--- config.mk ---
export PLATFORM = sky130hd
export DESIGN_NAME = dds_freq_meter
export DESIGN_NICKNAME = d
export VERILOG_FILES = /design/src/rtl/dds_pkg.sv /design/src/rtl/dds_freq_meter_zc_detect.sv /design/src/rtl/dds_freq_meter.sv
export SDC_FILE = /design/constraint.sdc
export NUM_CORES = 1
export LEC_CHECK = 0
export ABC_CLOCK_PERIOD_IN_PS = 2200
export BUFFER_PORTS_ARGS = -buffer_cell sky130_fd_sc_hd__buf_2
export CAP_MARGIN = 5
export CORE_MARGIN = 10
export CORE_UTILIZATION = 50
export DETAILED_ROUTE_END_ITERATION = 10
export PLACE_DENSITY_LB_ADDON = 0.15
export SLEW_MARGIN = 30
export SYNTH_ARGS = -nofsm -noshare
export SYNTH_HDL_FRONTEND = slang
export SYNTH_HIERARCHICAL = 1
export SYNTH_SLANG_ARGS = --single-unit
--- constraint.sdc ---
create_clock -name clk -period 2.2 [get_ports clk]
set_input_delay 0.22 -clock clk [delete_from_list [all_inputs] [get_ports clk]]
set_output_delay 0.22 -clock clk [all_outputs]
set_load 0.03 [all_outputs]
--- src/rtl/dds_pkg.sv ---
// Shared DDS definitions: sample format, clock rate and frequency-meter FSM states.
package dds_pkg;

    localparam int unsigned CLK_HZ   = 100_000_000;
    localparam int unsigned SAMPLE_W = 14;
    localparam int unsigned MIDSCALE = 1 << (SAMPLE_W - 1);

    typedef enum logic [1:0] {
        IDLE,
        ARM,
        GATE
    } meas_state_t;

endpackage

--- src/rtl/dds_freq_meter_zc_detect.sv ---
// Rising zero-crossing detector with hysteresis on an offset-binary sample stream.
module zc_detect
    import dds_pkg::*;
#(
    parameter int unsigned SW       = SAMPLE_W,
    parameter int unsigned MIDSCALE = dds_pkg::MIDSCALE,
    parameter int unsigned HYST     = 64
) (
    input  logic          clk,
    input  logic          rst_n,
    input  logic [SW-1:0] sample,
    output logic          zc
);

    // Thresholds are one bit wider than the sample so MIDSCALE+HYST cannot wrap.
    localparam logic [SW:0] LO_TH = (SW + 1)'(MIDSCALE - HYST);
    localparam logic [SW:0] HI_TH = (SW + 1)'(MIDSCALE + HYST);

    logic [SW-1:0] s_q;
    logic [SW:0]   s_ext;
    logic          lo_armed;

    assign s_ext = {1'b0, s_q};

    always_ff @(posedge clk or negedge rst_n) begin
        if (!rst_n) begin
            s_q      <= '0;
            lo_armed <= 1'b0;
            zc       <= 1'b0;
        end else begin
            s_q <= sample;
            zc  <= 1'b0;
            if (lo_armed && (s_ext >= HI_TH)) begin
                zc       <= 1'b1;
                lo_armed <= 1'b0;
            end else if (s_ext < LO_TH) begin
                lo_armed <= 1'b1;
            end
        end
    end

endmodule

--- src/rtl/dds_freq_meter.sv ---
// Gated frequency and period meter for the DDS sine stream: counts rising
// zero crossings per gate and times the most recent cycle in clk ticks.
module dds_freq_meter
    import dds_pkg::*;
#(
    parameter int unsigned SW          = SAMPLE_W,
    parameter int unsigned FW          = 24,
    parameter int unsigned PW          = 32,
    parameter int unsigned GATE_CYCLES = 100_000_000,
    parameter int unsigned MIDSCALE    = dds_pkg::MIDSCALE,
    parameter int unsigned HYST        = 64
) (
    input  logic          clk,
    input  logic          rst_n,
    input  logic          meas_en,
    input  logic [SW-1:0] sample,
    output logic [FW-1:0] freq_out,
    output logic          freq_valid,
    output logic          freq_ovf,
    output logic [PW-1:0] period_out,
    output logic          period_valid,
    output logic          busy
);

    localparam int unsigned  GW        = (GATE_CYCLES > 1) ? $clog2(GATE_CYCLES) : 1;
    localparam logic [GW-1:0] GATE_LAST = GW'(GATE_CYCLES - 1);

    logic          zc;
    meas_state_t   state_q, state_d;
    logic          gate_done;
    logic [GW-1:0] gate_cnt;
    logic [FW-1:0] xcnt, xcnt_next;
    logic          ovf, ovf_next;
    logic          p_run;
    logic [PW-1:0] pcnt;

    zc_detect #(
        .SW       (SW),
        .MIDSCALE (MIDSCALE),
        .HYST     (HYST)
    ) u_zc (
        .clk    (clk),
        .rst_n  (rst_n),
        .sample (sample),
        .zc     (zc)
    );

    always_comb begin
        state_d   = state_q;
        gate_done = 1'b0;
        case (state_q)
            IDLE: if (meas_en) state_d = ARM;
            ARM: begin
                if (!meas_en)  state_d = IDLE;
                else if (zc)   state_d = GATE;
            end
            GATE: begin
                if (!meas_en) state_d = IDLE;
                else          gate_done = (gate_cnt == GATE_LAST);
            end
            default: state_d = IDLE;
        endcase
    end

    // A crossing on the final gate clock is folded into the reported count.
    always_comb begin
        xcnt_next = xcnt;
        ovf_next  = ovf;
        if (zc) begin
            if (xcnt == '1) ovf_next  = 1'b1;
            else            xcnt_next = xcnt + 1'b1;
        end
    end

    assign busy = (state_q != IDLE);

    always_ff @(posedge clk or negedge rst_n) begin
        if (!rst_n) begin
            state_q    <= IDLE;
            gate_cnt   <= '0;
            xcnt       <= '0;
            ovf        <= 1'b0;
            freq_out   <= '0;
            freq_ovf   <= 1'b0;
            freq_valid <= 1'b0;
        end else begin
            state_q    <= state_d;
            freq_valid <= 1'b0;
            if ((state_q == GATE) && meas_en) begin
                if (gate_done) begin
                    freq_out   <= xcnt_next;
                    freq_ovf   <= ovf_next;
                    freq_valid <= 1'b1;
                    gate_cnt   <= '0;
                    xcnt       <= '0;
                    ovf        <= 1'b0;
                end else begin
                    gate_cnt <= gate_cnt + 1'b1;
                    xcnt     <= xcnt_next;
                    ovf      <= ovf_next;
                end
            end else begin
                gate_cnt <= '0;
                xcnt     <= '0;
                ovf      <= 1'b0;
            end
        end
    end

    // Period tracking is independent of meas_en; the first crossing only starts pcnt.
    always_ff @(posedge clk or negedge rst_n) begin
        if (!rst_n) begin
            p_run        <= 1'b0;
            pcnt         <= '0;
            period_out   <= '0;
            period_valid <= 1'b0;
        end else begin
            period_valid <= 1'b0;
            if (zc) begin
                p_run <= 1'b1;
                pcnt  <= '0;
                if (p_run) begin
                    period_out   <= (pcnt == '1) ? pcnt : pcnt + 1'b1;
                    period_valid <= 1'b1;
                end
            end else if (p_run && (pcnt != '1)) begin
                pcnt <= pcnt + 1'b1;
            end
        end
    end

endmodule
==> impl_table.tex <==
\begin{tabular}{lr}
\hline
Metric & Value \\
\hline
\multicolumn{2}{l}{\textbf{Setup path}} \\
Flop-to-flop setup slack & 110 ps \\
Standard cell with the maximum stage delay on the critical path & or3\_1 \\
Combined buffer and inverter count along the critical path & 1 \\
Slowest Stage Delay on Critical Path & 440 ps \\
Number of cell instances on the worst register-to-register path & 6 \\
CP delay by family, top & simple AND/OR/NAND/NOR gates \\
Critical path class & reg -> reg \\
Maximum fanout along the worst path & 8 \\
Worst flop-to-flop path startpoint & pcnt[17] \\
Arrival time of the worst setup path & 2420 ps \\
Crit end category & flop \\
Worst-path cell chain & nand4\_1, or3\_1, nor4\_4, buf\_4, nor3\_1, a211oi\_1 \\
Capturing point of the worst reg2reg path & pcnt[16] \\
Required time at the endpoint of the critical path & 2530 ps \\
Launching element type of the critical path & flop \\
\multicolumn{2}{l}{\textbf{Power}} \\
Power density relative to cell area & 733 nW/µm² \\
Net switching power & 1.77 mW \\
Leakage power & 3.94 nW \\
Internal power component & 4.92 mW \\
Clock network power share & 44.7\% \\
Sw Ratio & 26.5\% \\
Share of total power in combinational logic & 9.3\% \\
Worst-case vdd ir drop & 0.773 mV \\
Share of total power in sequential cells & 46.0\% \\
\multicolumn{2}{l}{\textbf{STA}} \\
Total setup violations reported at the end of the flow & 0 \\
Final hold violation count & 0 \\
Time the final worst path needs with I/O delays and setup & 2090 ps \\
Slew Limit Headroom & 63.7\% \\
Worst clock skew on the final layout & 10.7 ps \\
Upper clock frequency limit & 0.478 GHz \\
Actual transition at the worst max-transition pin & 543 ps \\
Max-slew violation count & 0 \\
Fin worst setup slack & 108 ps \\
Fin crit share & 95.1\% \\
\multicolumn{2}{l}{\textbf{Routing}} \\
Routed WL per cell & 16.8 µm \\
DR iter-0 viols & 443 \\
Total vias in the final route & 6285 \\
Count of antenna-violating nets left after detailed routing & 0 \\
Count of unresolved DRC violations after routing & 0 \\
Routed via count divided by cell count & 5.77 \\
WL final & 18300 µm \\
Drt first pass iters & 7 \\
\multicolumn{2}{l}{\textbf{Synthesis}} \\
Yosys top cell area share & 51.8\% \\
Net count of the mapped netlist & 794 \\
Mapped Cells & 774 \\
Multiplexer fraction of the synthesized cell area & 1.88\% \\
Adder-cell area share of the yosys netlist & 0.498\% \\
Netlist area before placement & 7530 µm² \\
FF+latch count, synth & 156 \\
Number of synthesized flops with an enable pin & 0 \\
Post-Synth XOR/XNOR Area & 7.09\% \\
Most frequently used cell type in the post-synthesis netlist & dfrtp\_1 \\
Cell accounting for the most synthesized area & dfrtp\_1 \\
Area contributors post-synth & dfrtp\_1, nor2\_1, xnor2\_1 \\
Count of unique library cells instantiated by Yosys & 54 \\
Synth Warn \# & 6 \\
Synth Area per Inst & 9.73 µm² \\
Fraction of synthesis flops using an asynchronous set or reset pin & 100\% \\
Fraction of the yosys area taken by sequential cells & 51.8\% \\
Fraction of the mapped netlist area in simple logic gates & 24.2\% \\
Post-synthesis compound-gate area fraction & 11.4\% \\
Combinational family with the most area after synthesis & simple AND/OR/NAND/NOR gates \\
Top flip-flop cell by instance count after synthesis & dfrtp\_1 \\
Top cells by instance count after synthesis & dfrtp\_1, nor2\_1, nand2\_1 \\
\multicolumn{2}{l}{\textbf{Die}} \\
DIE HEIGHT & 143 µm \\
Initial core utilization & 51.4\% \\
Standard cell core area & 14600 µm² \\
Die area & 20400 µm² \\
Row count & 44 \\
Chip width & 143 µm \\
Io pins & 77 \\
\multicolumn{2}{l}{\textbf{Final layout}} \\
Final Core Density & 62.4\% \\
Layout Nets & 912 \\
Storage cell area & 3910 µm² \\
Number of fill cells & 1263 \\
Total area of multi-input combinational cells & 3440 µm² \\
Relative area change from synthesis to final layout & 21.3\% \\
Count of inserted antenna diode cells & 0 \\
Ratio of cells with drive above 1 in the final layout & 21.4\% \\
\multicolumn{2}{l}{\textbf{Clock tree}} \\
Buffers from clock root to sink, at most & 2 \\
Clock root buffer master & clkbuf\_16 \\
CTS H-tree lvls & 4 \\
TritonCTS clock tree & yes \\
Clock Pin Slew Worst Setup and Hold Paths & 60 ps \\
CTS buffer count & 17 \\
Sinks on the clock net & 156 \\
Insertion delay of the later-clocked pin in the worst-skew pair & 430 ps \\
\multicolumn{2}{l}{\textbf{Min path}} \\
Cell depth of the worst min-delay path & 2 \\
Startpoint of the most critical hold path & meas\_en \\
Endpoint with the worst hold slack & state\_q[1] \\
Min-delay worst type & in -> reg \\
\multicolumn{2}{l}{\textbf{Placement}} \\
DP Worst Slack & 32.7 ps \\
IO buf count & 70 \\
Final HPWL from detailed placement & 12700 µm \\
RePlAce Congestion & 0.900 \\
\multicolumn{2}{l}{\textbf{Status}} \\
Outcome & complete, no violations \\
\multicolumn{2}{l}{\textbf{Global route}} \\
Overflow left after global routing & 0 \\
Vias in the first global route & 6281 \\
Global-route wire length before repair & 30800 µm \\
Number of antenna violations at the first check in global routing & 0 \\
All-Layer GR Usage & 18.5\% \\
Largest net degree at the start of global routing & 68 \\
\multicolumn{2}{l}{\textbf{Flow run}} \\
Max Cap Viol & 0 \\
\hline
\end{tabular}
worst reg2reg max path, cell delays in order, from the launching register on:
cell	delay, ps
dfrtp_2	410
nand4_1	200
or3_1	440
nor4_4	380
buf_4	240
nor3_1	70
a211oi_1	250
cell type report:
type / instances / share of cell area [%]
repair buffers: 138 / 9.88
inverters: 16 / 0.685
well taps: 184 / 2.52
flip-flops and latches: 156 / 42.8
clock buffers: 19 / 4.85
clock inverters: 13 / 1.68
multi-input cells: 563 / 37.6
worst max-delay path by stage:
stage | from | endpoint | slack, ps | cells after the start
final | pcnt[17] | pcnt[16] | 110 | 6
after global routing | xcnt[1] | freq_out[16] | -10 | 8
after global placement | gate_cnt[19] | freq_out[21] | 90 | 6
after floorplan | pcnt[0] | pcnt[0] | 40 | 9
after CTS | pcnt[1] | period_out[14] | 30 | 6
after detailed placement | pcnt[1] | period_out[14] | 30 | 6
metrics by stage:
| stage | instance area, µm² | std cells | hold slack (ps) | total power, mW | setup TNS, ps |
|---|---|---|---|---|---|
| global route | 9140 | 1089 | 35.4 | 6.95 | -11.1 |
| CTS | 9050 | 1085 | 14.5 | 6.77 | 0 |
| finish | 9140 | 1089 | 26.1 | 6.69 | 0 |
| floorplan | 7530 | 774 | -75.6 | 3.49 | 0 |
| detailed placement | 8370 | 1044 | 179 | 3.76 | 0 |
| global placement | 8370 | 1044 | 172 | 3.74 | 0 |
what timing repair did:
action / 4_1_cts / 5_1_grt
endpoints found under the setup margin: 0 / 51
endpoints found under the hold margin: 50 / 0
hold buffers: 9 / 0
resized for setup: 0 / 15
buffers inserted: 0 / 4
metal layers:
metal	wire length (µm)	track usage, %	part of all wire [%]	up-vias
met5	0	0	0	-
met4	346	6.62	1.9	0
met3	956	5.27	5.2	25
met2	9110	31.2	50	169
met1	7930	22.3	43	3081
li1	-	-	-	3010
cells by family after synthesis:
logic type | count (synthesis)
adders and majority gates | 3
and+or+nand+nor | 344
buffers and inverters | 55
muxes | 14
xor gates and xnor gates | 61
AOI/OAI and AO/OA | 141
DFF | 156
cells in the final DEF (no fill, tap or decap), types with 17 or more instances in the layout:
master / instances
nand3_1: 39
nand4_1: 27
or3_1: 18
dfrtp_1: 153
a21oi_1: 44
buf_2: 69
clkbuf_16: 17
buf_4: 58
nor2_1: 102
xor2_1: 26
o21ai_0: 31
xnor2_1: 35
nand2_1: 52
nor3_1: 27
sequential cells by signal, summed over array words and instances (netlist names), 2 cells and up:
| name | cells |
|---|---|
| freq_out | 24 |
| gate_cnt | 27 |
| pcnt | 32 |
| period_out | 32 |
| state_q | 2 |
| u_zc/s_q | 8 |
| xcnt | 24 |
power by group through the flow:
stage,registers [mW],clock network [mW],logic (mW)
6_report,3.08,2.99,0.620
3_5_place_dp,3.14,0,0.620
5_1_grt,3.10,3.17,0.679
3_3_place_gp,3.13,0,0.606
4_1_cts,3.08,3.05,0.635
2_1_floorplan,3.29,0,0.202
No activity file was read; power rests on OpenSTA's default activity.
